**src/rtl/regfile_pkg.sv**
```systemverilog
// Shared constants and reset-value helper for the multi-port register file.
package regfile_pkg;

   localparam int unsigned REG_ZERO = 0;
   localparam int unsigned REG_SP   = 2;
   localparam int unsigned REG_GP   = 3;

   localparam logic [31:0] SP_INIT_DEF = 32'h0000_2ffc;
   localparam logic [31:0] GP_INIT_DEF = 32'h0000_1800;

   // Architectural reset value of register idx; wide return so callers can truncate to DW.
   function automatic logic [63:0] regfile_init(
      input int unsigned idx,
      input logic [63:0] sp_init = 64'(SP_INIT_DEF),
      input logic [63:0] gp_init = 64'(GP_INIT_DEF)
   );
      logic [63:0] val;
      val = '0;
      if (idx == REG_SP) val = sp_init;
      else if (idx == REG_GP) val = gp_init;
      return val;
   endfunction

endpackage

```
**src/rtl/reg_file_mp_scoreboard.sv**
```systemverilog
// Per-register busy scoreboard: issue sets, writeback clears, issue wins on a tie.
module rf_scoreboard #(
   parameter int unsigned AW = 5
) (
   input  logic                  clk,
   input  logic                  rst,
   input  logic                  iss_valid,
   input  logic [AW-1:0]         iss_rd,
   input  logic                  we0,
   input  logic [AW-1:0]         wa0,
   input  logic                  we1,
   input  logic [AW-1:0]         wa1,
   output logic [(1<<AW)-1:0]    busy,
   output logic [AW:0]           busy_cnt
);

   localparam int unsigned DEPTH = 1 << AW;

   logic [DEPTH-1:0] busy_nxt;
   logic [AW:0]      cnt_nxt;

   // Next busy vector and its popcount; reg 0 is never tracked.
   always_comb begin
      busy_nxt = busy;
      cnt_nxt  = '0;
      busy_nxt[0] = 1'b0;
      for (int r = 1; r < DEPTH; r++) begin
         if (iss_valid && iss_rd == AW'(r))
            busy_nxt[r] = 1'b1;
         else if ((we0 && wa0 == AW'(r)) || (we1 && wa1 == AW'(r)))
            busy_nxt[r] = 1'b0;
         cnt_nxt = cnt_nxt + (AW+1)'(busy_nxt[r]);
      end
   end

   always_ff @(posedge clk or posedge rst) begin
      if (rst) begin
         busy     <= '0;
         busy_cnt <= '0;
      end else begin
         busy     <= busy_nxt;
         busy_cnt <= cnt_nxt;
      end
   end

endmodule

```
**src/rtl/reg_file_mp.sv**
```systemverilog
// Multi-port register file with two write ports and a busy scoreboard.
// Optional write-first forwarding when REGFILE_BYPASS_EN is defined.
module reg_file_mp
   import regfile_pkg::*;
#(
   parameter int unsigned    DW      = 32,
   parameter int unsigned    AW      = 5,
   parameter int unsigned    NR      = 3,
   parameter logic [DW-1:0]  SP_INIT = DW'(SP_INIT_DEF),
   parameter logic [DW-1:0]  GP_INIT = DW'(GP_INIT_DEF)
) (
   input  logic              clk,
   input  logic              rst,
   input  logic [NR*AW-1:0]  ra,
   output logic [NR*DW-1:0]  rd,
   output logic [NR-1:0]     rd_busy,
   input  logic [AW-1:0]     wa0,
   input  logic [DW-1:0]     wd0,
   input  logic              we0,
   input  logic [AW-1:0]     wa1,
   input  logic [DW-1:0]     wd1,
   input  logic              we1,
   input  logic              iss_valid,
   input  logic [AW-1:0]     iss_rd,
   output logic [AW:0]       busy_cnt
);

   localparam int unsigned DEPTH = 1 << AW;

   logic [DW-1:0]    rf_q [DEPTH];
   logic [DEPTH-1:0] busy;

   // One storage word per register; reg 0 is hardwired to zero.
   for (genvar r = 0; r < DEPTH; r++) begin : g_reg
      logic [DW-1:0] q;
      if (r == 0) begin : g_zero
         assign q = '0;
      end else begin : g_live
         always_ff @(posedge clk or posedge rst) begin
            if (rst)
               q <= DW'(regfile_init(r, 64'(SP_INIT), 64'(GP_INIT)));
            else if (we1 && wa1 == AW'(r))
               q <= wd1;
            else if (we0 && wa0 == AW'(r))
               q <= wd0;
         end
      end
      assign rf_q[r] = q;
   end

   rf_scoreboard #(.AW(AW)) u_sb (
      .clk       (clk),
      .rst       (rst),
      .iss_valid (iss_valid),
      .iss_rd    (iss_rd),
      .we0       (we0),
      .wa0       (wa0),
      .we1       (we1),
      .wa1       (wa1),
      .busy      (busy),
      .busy_cnt  (busy_cnt)
   );

   // Read muxes; busy[0] and rf_q[0] are constant zero.
   always_comb begin
      rd      = '0;
      rd_busy = '0;
      for (int i = 0; i < NR; i++) begin
         rd[i*DW +: DW] = rf_q[ra[i*AW +: AW]];
         rd_busy[i]     = busy[ra[i*AW +: AW]];
`ifdef REGFILE_BYPASS_EN
         if (ra[i*AW +: AW] != '0) begin
            if (we0 && wa0 == ra[i*AW +: AW]) rd[i*DW +: DW] = wd0;
            if (we1 && wa1 == ra[i*AW +: AW]) rd[i*DW +: DW] = wd1;
            if (((we0 && wa0 == ra[i*AW +: AW]) || (we1 && wa1 == ra[i*AW +: AW])) &&
                !(iss_valid && iss_rd == ra[i*AW +: AW]))
               rd_busy[i] = 1'b0;
         end
`endif
      end
   end

endmodule

```
**config.mk**
```make
export PLATFORM = sky130hd
export DESIGN_NAME = reg_file_mp
export DESIGN_NICKNAME = d
export VERILOG_FILES = /design/src/rtl/regfile_pkg.sv /design/src/rtl/reg_file_mp_scoreboard.sv /design/src/rtl/reg_file_mp.sv
export SDC_FILE = /design/constraint.sdc
export NUM_CORES = 2
export LEC_CHECK = 0
export CELL_PAD_IN_SITES_DETAIL_PLACEMENT = 0
export CELL_PAD_IN_SITES_GLOBAL_PLACEMENT = 1
export CORE_MARGIN = 3
export CORE_UTILIZATION = 48
export CTS_CLUSTER_SIZE = 12
export DETAILED_ROUTE_END_ITERATION = 10
export DONT_BUFFER_PORTS = 1
export PLACE_DENSITY = 0.81
export RECOVER_POWER = 50
export REMOVE_ABC_BUFFERS = 1
export SLEW_MARGIN = 20
export SYNTH_ARGS = -nofsm -noshare
export SYNTH_HDL_FRONTEND = slang
export SYNTH_SLANG_ARGS = --single-unit
```
**constraint.sdc**
```tcl
create_clock -name clk -period 36.8 [get_ports clk]
set_input_delay 7.36 -clock clk [delete_from_list [all_inputs] [get_ports clk]]
set_output_delay 7.36 -clock clk [all_outputs]
set_load 0.02 [all_outputs]
```
After elaboration in Yosys (flattened, before gate mapping). Cells that the tools add are included.

Bits in registers: 1029.

Reductions and logical operators: 155. Bitwise logic cells: 3. $add $sub $neg: 30. Magnitude comparators: 6. Multiplexer cells: 139. Equality and inequality tests: 93.

Operator list (count): two-way mux 32 bit (68); binary-select mux 32 bit (select 5 bit) (3); == test 5 bit (second input constant) (48); adder 6 x 1 -> 6 bit (29); == test 5 x 4 -> 1 bit (second input constant) (24); logical AND 1 bit (93); two-way mux 1 bit (65); nonzero test 2 bit (31); == test 5 x 3 -> 1 bit (second input constant) (12); logical OR 1 bit (31); == test 5 x 2 -> 1 bit (second input constant) (6); greater-or-equal comparator 6 bit (second input constant) (3); < comparator 5 x 6 -> 1 bit (second input constant) (3); NOT 5 -> 6 bit (3); binary-select mux 1 bit (select 5 bit) (3); == test 5 x 1 -> 1 bit (second input constant) (3); adder 1 x 1 -> 2 bit (1).

Logic depth before layout (Yosys ltp).
Word-level depth: 35. Mapped depth: 25.

By module. From an unflattened synthesis, not the netlist that was laid out.

Cell total of the unflattened synthesis: 6934. Area total of the unflattened synthesis: 73489.2 sq um.

Modules (own cells, without submodules): reg_file_mp (times used 1, cells each 6664, area an instance 70746.6 sq um); rf_scoreboard (times used 1, cells each 270, area an instance 2742.6 sq um).

Worst setup path before layout. OpenSTA, ideal clock, no wires.

Path kind: input port to output port. Start point: input ra[5]. End point: output rd[34]. Data arrival time: 9.094 ns. Data required time: 29.440 ns. Stages: 8. Buffers on the path: 4. Slack: 20.346 ns. Cell sequence: buf_2 > buf_2 > buf_2 > buf_2 > mux4_2 > a22o_1 > o21ai_0 > o31ai_1.

Longest elaborated chain between the ends: 4.

Ends and longest elaborated chain: start: declaration (line reg_file_mp.sv:14) `input logic [NR*AW-1:0] ra,`; NOT 5 -> 6 bit (not written as such) (line reg_file_mp.sv:69) `rd[i*DW +: DW] = rf_q[ra[i*AW +: AW]];`; binary-select mux 32 bit (select 5 bit) (line reg_file_mp.sv:69); two-way mux 32 bit (not written as such) (2 in series) (line reg_file_mp.sv:69); end: declaration (line reg_file_mp.sv:15) `output logic [NR*DW-1:0] rd,`.

No other way between the ends. The select of a mux whose other input is x is not followed.

Final worst setup path.
Start point: input ra[10]. End point: output rd[95].

Same word-level chain as after synthesis.

==> results.tsv <==
stage	metric	value	unit
power_and_ir_drop	Combinational Power Share	32.9	%
power_and_ir_drop	Power Dens Cells	57.5	nW/um^2
global_routing	vias in the first global route	58183	
clocking	cts hold-fix bufs	0	
cells_and_area	final cell count without fillers	8436	
power_and_ir_drop	NetSw	1.49	mW
synth	mux share of post-synthesis cell area	37.4	%
synth	Compound-Gate Fraction of Synth Area	14.3	%
die	Die Ht	397	um
global_routing	initial antenna violation count	8	
global_routing	GRT Overall Usage	35.6	%
synth	FF+latch count, synth	1029	
drt	Vias/cell	7.07	
drt	DR vias	59663	
synth	synthesized area	73200	sq um
synth	Adder-Cell Fraction of Synth Area	0.783	%
power_and_ir_drop	Internal	2.96	mW
critical_path	Crit Path Class	in2out	
sta	unrepaired setup endpoints after global routing	no	
power_and_ir_drop	LEAKAGE	33.2	nW
clocking	Longest Clk Path Bufs	3	
cells_and_area	Final nets	6448	
die	Initial Util	48.6	%
critical_path	Max FO, Critical Path	298	
drt	drt first pass iters	8	
drt	post-DR wirelength/cell	33.8	um
synth	Netlist cell types	47	
synth	cells after synthesis	6922	
clocking	cts repair resizes	0	
sta	max-slew violations	1879	
drt	Routed Wire Length	285	mm
die	num rows	142	
place	placed cell count	8215	
sta	endpoints failing setup	0	
place	port bufs	0	
synth	fraction of registers with async set/reset	100	%
die	area of the die	157000	sq um
sta	Worst slew margin	-446	%
sta	Peak Freq	0.0559	GHz
critical_path	startpoint types	primary input	
sta	Setup TNS	0	ns
sta	Final min period	17.87	ns
synth	sequential area share after synthesis	35.2	%
clocking	CTS Buf Count	116	
synth	Most used DFF post-synth	dfrtp_1	
power_and_ir_drop	switch share	33.4	%
place	RePlAce Congestion	0.887	
min_path	Worst Hold Class	reg2reg	
synth	Post-synth EDFFs	0	
sta	Layout Skew	0.00938	ns
global_routing	largest net degree at the start of global routing	299	
sta	period utilisation layout	48.6	%
power_and_ir_drop	worst ir drop on vdd	0.0000670	V
synth	Syn Area/Cell	10.6	sq um
place	post-DP HPWL	157	mm
power_and_ir_drop	Reg power frac	39.5	%
status	status	finished, violations left	
sta	Hold WS	0.593	ns
die	DIE WIDTH	397	um
cells_and_area	area grow syn2layout	5.51	%
cells_and_area	post-route cell area	77200	sq um
global_routing	Congestion Overflow GR	0	
clocking	root buffer cell	clkbuf_16	
cells_and_area	fraction of layout cells with a size suffix above 1	16.5	%
cells_and_area	most frequent cells in the layout	mux2i_1, dfrtp_1, mux4_2	
synth	largest family of logic cells by synthesized area	multiplexers	
synth	Post-Synth XOR/XNOR Area	0.0359	%
sta	Final Hold Fails	0	
status	failing checks	max-capacitance violations, max-slew violations	
drt	First DRT Iteration DRCs	8654	
critical_path	CP Capture Type	output port	
die	Core Area	151000	sq um
critical_path	Worst Path Arrival	10.51	ns
cells_and_area	final core occ	51.3	%
run	max-cap violations	37	
synth	simple-gate share of the synthesized area	7.24	%
die	IO Pins	204	
drt	Final ANT Viol Nets	0	
synth	yosys warns	0	
clocking	total clock sinks	1029	
clocking	postcts setup bufs	0	
critical_path	WP data required	29.44	ns
cells_and_area	commonest non-fill, non-tap cell in the layout	mux2i_1	
power_and_ir_drop	Clock power frac	27.6	%
clocking	H-tree depth	3	
clocking	TritonCTS clock tree	yes	
place	Placed Instance Area	73500	sq um
clocking	worst-skew pair later-pin latency	0.76	ns
sta	measured slew at the worst slew-check pin	8.19	ns
clocking	Clock Pin Slew Worst Setup and Hold Paths	0.05	ns
drt	drt drc	0	
global_routing	global-route wire length before repair	412	mm
## power groups by stage
stage               Sequential (mW)  Clock, mW  Combinational, mW
floorplan                      1.66          0               1.15
global placement               1.73          0               1.41
detailed placement             1.76          0               1.45
CTS                            1.74       1.23               1.45
global route                   1.80       1.28               1.59
finish                         1.76       1.22               1.46
## stage by stage
step | power (mW) | setup WS [ns]
finish | 4.44 | 18.93
global route | 4.67 | 17.33
CTS | 4.43 | 19.44
detailed placement | 3.21 | 19.42
global placement | 3.13 | 19.51
floorplan | 2.81 | 0.503
## critical path, stage by stage
cell and delay (ns):
nor2b_4 0.88, buf_4 0.62, a22o_1 0.24, a211oi_1 0.08, o31ai_1 0.86
## Yosys cell counts (all sizes together), types with 23 or more instances
cell / n / area, sq um
fa: 23 / 460
mux2i: 1285 / 12900
nor2: 536 / 2020
dfrtp: 1016 / 25400
clkbuf: 535 / 2010
a22o: 298 / 2610
mux2: 98 / 1100
mux4: 594 / 13400
and2: 113 / 707
buf: 302 / 1550
nand2: 564 / 2120
inv: 35 / 131
o21ai: 601 / 3010
a21oi: 510 / 2550
a211oi: 99 / 743
o22ai: 99 / 619
o31ai: 99 / 743
## logic make-up (layout without fill, tap and decap cells)
kind of cell	after synthesis	after routing
mux	1977	1977
compound gates	1734	1734
simple gates	1275	1275
flops	1029	1029
buf+inv	872	367
fa+ha+maj	32	32
xor+xnor	3	3
other cells	0	3
## path summary, 6_finish.rpt
kind                                                start                     endpoint  slack (ns)  depth (start not counted)
worst max-delay path                               ra[10]                       rd[95]       18.93                          5
worst min-delay path            g_reg[2].q[5]$_DFFE_PP1P_    g_reg[2].q[5]$_DFFE_PP1P_        0.59                          2
worst max register to register     u_sb.busy[2]$_DFF_PP0_   u_sb.busy_cnt[4]$_DFF_PP0_       31.31                         20
worst min register to register  g_reg[2].q[5]$_DFFE_PP1P_    g_reg[2].q[5]$_DFFE_PP1P_        0.59                          2
max in group asynchronous                             rst  g_reg[10].q[11]$_DFFE_PP0P_       19.33                          2
min in group asynchronous                             rst   u_sb.busy_cnt[1]$_DFF_PP0_        7.94                          1
## per-layer routing
metal / part of all wire (%) / up-vias / global-route usage [%]
met2: 43 / 4332 / 52.3
met4: 6.6 / 4 / 19.9
met1: 37 / 29701 / 47.2
met3: 13 / 1005 / 10.8
met5: 0.012 / - / 0
li1: - / 24621 / -
## state kept, by name, summed over array words and instances (netlist names)
name	cells
g.q	992
u_sb.busy	31
u_sb.busy_cnt	6
## area by class of cell
class / instances / area, sq um
Antenna cell: 3 / 7.51
Multi-Input combinational cell: 5021 / 44100
Clock buffer: 171 / 3370
Clock inverter: 47 / 563
Fill cell: 13237 / 73400
Sequential cell: 1029 / 25800
Tap cell: 2016 / 2520
Inverter: 35 / 133
Timing Repair Buffer: 114 / 790
(Power assumes the default switching activity.)
